[src/rtl/sram_arbiter_pkg.sv]
// Shared configuration for the SRAM arbiter.
//   CLOCK_SPEED     : bus clock frequency in Hz (pll_clk_bus domain)
//   ACC_CYCLES_DEF  : default number of bus cycles per SRAM access (2..7)
//   state_t         : arbiter FSM state encodings
//   req_t           : one latched SRAM request (direction, address, write data)
package sram_arbiter_pkg;

  localparam int CLOCK_SPEED    = 50_000_000;
  localparam int ACC_CYCLES_DEF = 2;

  typedef enum logic [1:0] {
    ST_IDLE    = 2'd0,
    ST_CPU_ACC = 2'd1,
    ST_DMA_ACC = 2'd2
  } state_t;

  typedef struct packed {
    logic        wr;
    logic [19:0] addr;
    logic [7:0]  data;
  } req_t;

endpackage

[src/rtl/sram_arbiter.sv]
// Two-requester arbiter for an asynchronous 8-bit SRAM.
// The CPU issues single-cycle read/write strobes that land in a one-deep
// pending slot and always win arbitration; the DMA/video requester holds
// iDmaReq with stable fields until its one-cycle oDmaAck. Each access runs
// for exactly ACC_CYCLES bus cycles and is never preempted.
// Ports:
//   iClk, iRst                         bus clock, synchronous active-high reset
//   iCpuRd/iCpuWr/iCpuAddr/iCpuData    CPU strobes (write wins when both set)
//   oCpuData/oCpuValid                 CPU read data + one-cycle valid pulse
//   iDmaReq/iDmaWr/iDmaAddr/iDmaData   DMA request (held until ack)
//   oDmaAck/oDmaData                   DMA completion pulse + read data
//   oSramA/oSramDOut/iSramD/oSramDir   SRAM address and data bus (Dir 1 = drive)
//   oCe1/oCe2/oOe/oWe                  SRAM strobes (Ce2 active high, others low)
//   oOverrun                           pulse when a pending CPU request is lost
module sram_arbiter
  import sram_arbiter_pkg::*;
#(
  parameter int ACC_CYCLES = ACC_CYCLES_DEF
) (
  input  logic        iClk,
  input  logic        iRst,
  input  logic        iCpuRd,
  input  logic        iCpuWr,
  input  logic [19:0] iCpuAddr,
  input  logic [7:0]  iCpuData,
  output logic [7:0]  oCpuData,
  output logic        oCpuValid,
  input  logic        iDmaReq,
  input  logic        iDmaWr,
  input  logic [19:0] iDmaAddr,
  input  logic [7:0]  iDmaData,
  output logic        oDmaAck,
  output logic [7:0]  oDmaData,
  output logic [19:0] oSramA,
  output logic [7:0]  oSramDOut,
  input  logic [7:0]  iSramD,
  output logic        oSramDir,
  output logic        oCe1,
  output logic        oCe2,
  output logic        oOe,
  output logic        oWe,
  output logic        oOverrun
);

  localparam logic [2:0] LAST = 3'(ACC_CYCLES - 1);

  state_t     state;
  logic [2:0] cnt;
  logic       own_wr;
  req_t       pend;
  logic       pend_vld;

  logic cpu_stb, cpu_any, last, decide, take_cpu, take_dma;
  req_t cpu_new, cpu_eff;

  // A strobe in the deciding cycle is used directly, which gives the
  // one-cycle strobe-to-access latency from IDLE and lets a strobe in the
  // last access cycle chain straight into the next CPU access.
  always_comb begin
    cpu_stb  = iCpuRd | iCpuWr;
    cpu_new  = '{wr: iCpuWr, addr: iCpuAddr, data: iCpuData};
    cpu_eff  = cpu_stb ? cpu_new : pend;
    cpu_any  = cpu_stb | pend_vld;
    last     = (state != ST_IDLE) && (cnt == LAST);
    decide   = (state == ST_IDLE) || last;
    take_cpu = decide && cpu_any;
    take_dma = decide && !cpu_any && iDmaReq;
  end

  always_ff @(posedge iClk) begin
    if (iRst) begin
      state     <= ST_IDLE;
      cnt       <= 3'd0;
      own_wr    <= 1'b0;
      pend      <= '0;
      pend_vld  <= 1'b0;
      oCe1      <= 1'b1;
      oCe2      <= 1'b0;
      oOe       <= 1'b1;
      oWe       <= 1'b1;
      oSramDir  <= 1'b0;
      oSramA    <= '0;
      oSramDOut <= '0;
      oCpuData  <= '0;
      oDmaData  <= '0;
      oCpuValid <= 1'b0;
      oDmaAck   <= 1'b0;
      oOverrun  <= 1'b0;
    end else begin
      oCpuValid <= 1'b0;
      oDmaAck   <= 1'b0;
      // The slot is only ever full outside IDLE, so this flags a lost request.
      oOverrun  <= cpu_stb & pend_vld;

      // Pending slot: consumed when a CPU access starts, otherwise refilled.
      if (take_cpu)
        pend_vld <= 1'b0;
      else if (cpu_stb) begin
        pend     <= cpu_new;
        pend_vld <= 1'b1;
      end

      // Completion: capture read data at the end of the last access cycle.
      if (last) begin
        if (state == ST_CPU_ACC) begin
          if (!own_wr) begin
            oCpuData  <= iSramD;
            oCpuValid <= 1'b1;
          end
        end else begin
          oDmaAck <= 1'b1;
          if (!own_wr)
            oDmaData <= iSramD;
        end
      end

      if (take_cpu || take_dma) begin
        state     <= take_cpu ? ST_CPU_ACC : ST_DMA_ACC;
        cnt       <= 3'd0;
        own_wr    <= take_cpu ? cpu_eff.wr   : iDmaWr;
        oSramA    <= take_cpu ? cpu_eff.addr : iDmaAddr;
        oSramDOut <= take_cpu ? cpu_eff.data : iDmaData;
        oSramDir  <= take_cpu ? cpu_eff.wr   : iDmaWr;
        oOe       <= take_cpu ? cpu_eff.wr   : iDmaWr;
        oCe1      <= 1'b0;
        oCe2      <= 1'b1;
        oWe       <= 1'b1;  // first cycle is address setup
      end else if (last) begin
        state    <= ST_IDLE;
        cnt      <= 3'd0;
        oCe1     <= 1'b1;
        oCe2     <= 1'b0;
        oOe      <= 1'b1;
        oWe      <= 1'b1;
        oSramDir <= 1'b0;
      end else if (state != ST_IDLE) begin
        cnt <= cnt + 3'd1;
        oWe <= !own_wr;
      end
    end
  end

endmodule

[config.mk]
export PLATFORM = sky130hd
export DESIGN_NAME = sram_arbiter
export DESIGN_NICKNAME = d
export VERILOG_FILES = /design/src/rtl/sram_arbiter_pkg.sv /design/src/rtl/sram_arbiter.sv
export SDC_FILE = /design/constraint.sdc
export NUM_CORES = 1
export LEC_CHECK = 0
export BUFFER_PORTS_ARGS = -buffer_cell sky130_fd_sc_hd__buf_2
export CORE_ASPECT_RATIO = 0.7
export CORE_UTILIZATION = 45
export DETAILED_ROUTE_END_ITERATION = 10
export PLACE_DENSITY = 0.72
export SETUP_SLACK_MARGIN = 0.1
export SLEW_MARGIN = 30
export SYNTH_ARGS = -nofsm -noshare
export SYNTH_HDL_FRONTEND = slang
export SYNTH_SLANG_ARGS = --single-unit
[constraint.sdc]
create_clock -name iClk -period 3.1 [get_ports iClk]
set_clock_uncertainty 0.15 [all_clocks]
set_input_delay 0.93 -clock iClk [delete_from_list [all_inputs] [get_ports iClk]]
set_output_delay 0.93 -clock iClk [all_outputs]
set_load 0.01 [all_outputs]
==> impl_metrics.yaml <==
power:
  p_switching_uw: 880.8
  p_leak_uw: 0.002223
  p_per_area_nw_per_um2: 652.0
  power.internal_uw: 2262
  combinationalPowerShare_pct: 20.8
  p_seq_share_pct: 41.9
  clock_power_share_pct: 37.3
  max-vdd-ir-drop_v: 0.0003259
  p_sw_share_pct: 28.02
  total_power_uw: 3143
worst_setup_path:
  start_kind: "primary input"
  critPathTopFamily: "compound AO/OA/AOI/OAI gates"
  cp.arrival_ps: 2690
  cp.buffers_inverters: 2
  end_kind: "flop"
  crit_path_cell_trace: "buf_2 > or3_4 > a2bb2oi_2 > buf_4 > nor2_4 > a221o_1"
  crit_type: "in -> reg"
  cp.depth: 6
  critPathMaxFanout: 16
  critPathMaxStageDelay_ps: 660
  worstRegToRegCells: 6
  slowest_stage: "a2bb2oi_2"
  cp.required_ps: 3170
logic_synthesis:
  syn_avg_cell_area_sq_um: 9.967
  syn_area_sq_um: 3837
  ys.flop_type: "dfxtp_1"
  synth_fp_nets: 457
  synth_edf_count: 0
  synth_top_area_share_pct: 45.91
  ys_warn_count: 0
  synthArstFlopShare_pct: 0
  ys_ff_latch: 88
  synth_area_leaders: "dfxtp_1, mux2i_1, nor2_1"
  yosysSeqAreaShare_pct: 45.91
  syn_inst: 385
  synth.distinct_cells: 43
  synth_area_leader_cell: "dfxtp_1"
clocking:
  post-cts-setup-buffer-count: 0
  cts-root-buf: "clkbuf_16"
  ctsHoldBuffers: 0
  cts_tree: "built"
  cts.clk_slew.worst_paths_ps: 60
  htreeDepth: 3
  cts_buffers: 9
  cts_resized: 0
  cts_buffer_depth: 2
  cts.sinks: 88
  clk_latency_ps: 330
grt:
  grt_pass1_wl_mm: 14.52
  grt_pass1_vias: 3042
  grt_max_degree: 39
  grt.overflow.total: 0
  use_met2_pct: 32.61
  grt.busiest_layer: "met2"
  grt_use_met3_pct: 5.573
  grtUsageMet1_pct: 28.38
  antenna_found_initial: 0
  grtUsageTotal_pct: 20.91
placement:
  place_congestion: 0.7734
  dp_hpwl_mm: 6.443
  portBuffers: 121
detailed_routing:
  drc: 0
  first_iter_violations: 193
  vias_per_cell: 5.396
  num_vias: 3270
  wire_per_inst_microns: 14.94
  ant_nets: 0
  wirelength_mm: 9.052
  first_pass_iters: 4
floorplanning:
  fp.dieH_microns: 79.26
  die_w_microns: 112.4
  ios: 122
  dieArea_sq_um: 8907
  start_util_pct: 47.53
  coreArea_sq_um: 8074
  rows: 27
worst_hold_path:
  hold_depth: 2
  hp-class: "reg -> reg"
cells_and_area:
  final_net_count: 572
  drive_gt1_share_pct: 34.26
  diodes: 0
  syn_to_final_growth_pct: 25.63
sta:
  holdWs_ps: 329.7
  setup_viol_count_final: 0
  slew_headroom_pct: 42.57
  finalHoldViolCount: 0
  fmax_ghz: 0.3814
  drv_slew: 0
  tightestPinTransition_ps: 860.7
  setup_tns_ps: 0
  rsz0062_at_grt: "no"
  period_minus_slack_ps: 2622
  final.period_utilization_pct: 84.58
run_status:
  outcome: "finished clean"
flow_run:
  maxCapViolations: 0
==> Yosys cell counts, types with 2 or more instances <==
library cell	number
a221o_1	4
dfxtp_1	88
mux2_2	17
buf_2	4
inv_1	2
nor2_2	2
o21ai_0	9
nor3_1	3
o221ai_1	5
nand2_1	24
a211oi_1	4
buf_4	5
mux2i_1	59
nand3_1	6
a21oi_1	11
nand2b_1	22
ha_1	2
o22ai_1	20
mux2_1	2
clkbuf_1	11
buf_6	5
nand3b_1	3
nor2_1	53
a311oi_1	5
==> power groups by stage <==
stage / sequential (uW) / clock, uW / combinational [uW]
floorplan: 1360 / 0 / 436
global placement: 1330 / 0 / 640
detailed placement: 1340 / 0 / 654
CTS: 1310 / 1200 / 656
global route: 1330 / 1250 / 716
finish: 1320 / 1170 / 654
==> final timing paths <==
path | slack, ps | endpoint | start
setup reg to reg | 600 | oSramDOut[7] | cnt[0]
hold reg to reg | 330 | oSramDir | oSramDir
hold / removal | 330 | oSramDir | oSramDir
setup / recovery | 480 | oSramDOut[7] | iCpuRd
==> cells in the final DEF, fill, tap and decap left out, types with 8 or more instances in the layout <==
cell / n
o22ai_1: 20
clkbuf_16: 9
o21ai_0: 9
mux2_2: 17
dfxtp_1: 88
buf_4: 8
nand2b_1: 22
nor2_1: 53
mux2i_1: 59
buf_2: 121
nand2_1: 24
a21oi_1: 11
==> worst register-to-register path: cells and delay by family (launching register included) <==
| kind | cells | cell delay, ps |
|---|---|---|
| buf+inv | 1 | 360 |
| flops | 1 | 380 |
| simple gates | 2 | 190 |
| compound gates | 2 | 1060 |
| fa+ha+maj | 1 | 250 |
==> layer usage <==
layer  wire length [microns]  vias to the layer above
met1                    4417                     1525
met2                    3932                      132
met5                       0                        -
li1                        -                     1601
met3                     615                       12
met4                      86                        0
==> cells by family after synthesis <==
family / Yosys count / share of synthesized area [%]
buffers and inverters: 30 / 5.282
multiplexers: 78 / 20.97
XOR/XNOR: 1 / 0.2283
AO/OA/AOI/OAI: 63 / 11.41
AND/OR/NAND/NOR: 123 / 15.55
adder cells (fa/ha/maj): 2 / 0.6520
flip-flops: 88 / 45.91
==> registers in the layout, indices dropped and copies added (netlist names) <==
name / cells
oCe2: 1
oOverrun: 1
oSramDir: 1
pend: 29
oCpuValid: 1
oCe1: 1
oSramDOut: 8
oWe: 1
oDmaAck: 1
cnt: 3
pend_vld: 1
oSramA: 20
oCpuData: 8
own_wr: 1
state: 2
oOe: 1
oDmaData: 8
==> cell type report <==
| cell class | count | area (sq um) |
|---|---|---|
| fill | 699 | 3253 |
| tap | 101 | 126.4 |
| inverter | 2 | 7.507 |
| clock buffer | 9 | 225.2 |
| sequential | 88 | 1762 |
| timing repair buffer | 132 | 725.7 |
| clock inverter | 7 | 101.3 |
| multi-input combinational | 267 | 1873 |
==> per-stage QoR <==
stage          instances  worst slack [ps]  util (%)  cell area (sq um)
2_1_floorplan        385             857.1         -               3837
3_3_place_gp         590             182.9     55.66               4494
3_5_place_dp         590             131.1     55.66               4494
4_1_cts              606             493.4     59.71               4821
5_1_grt              606             361.7     59.71               4821
6_report             606             478.2     59.71               4821
Note: power is estimated with default switching activity, not from simulation.
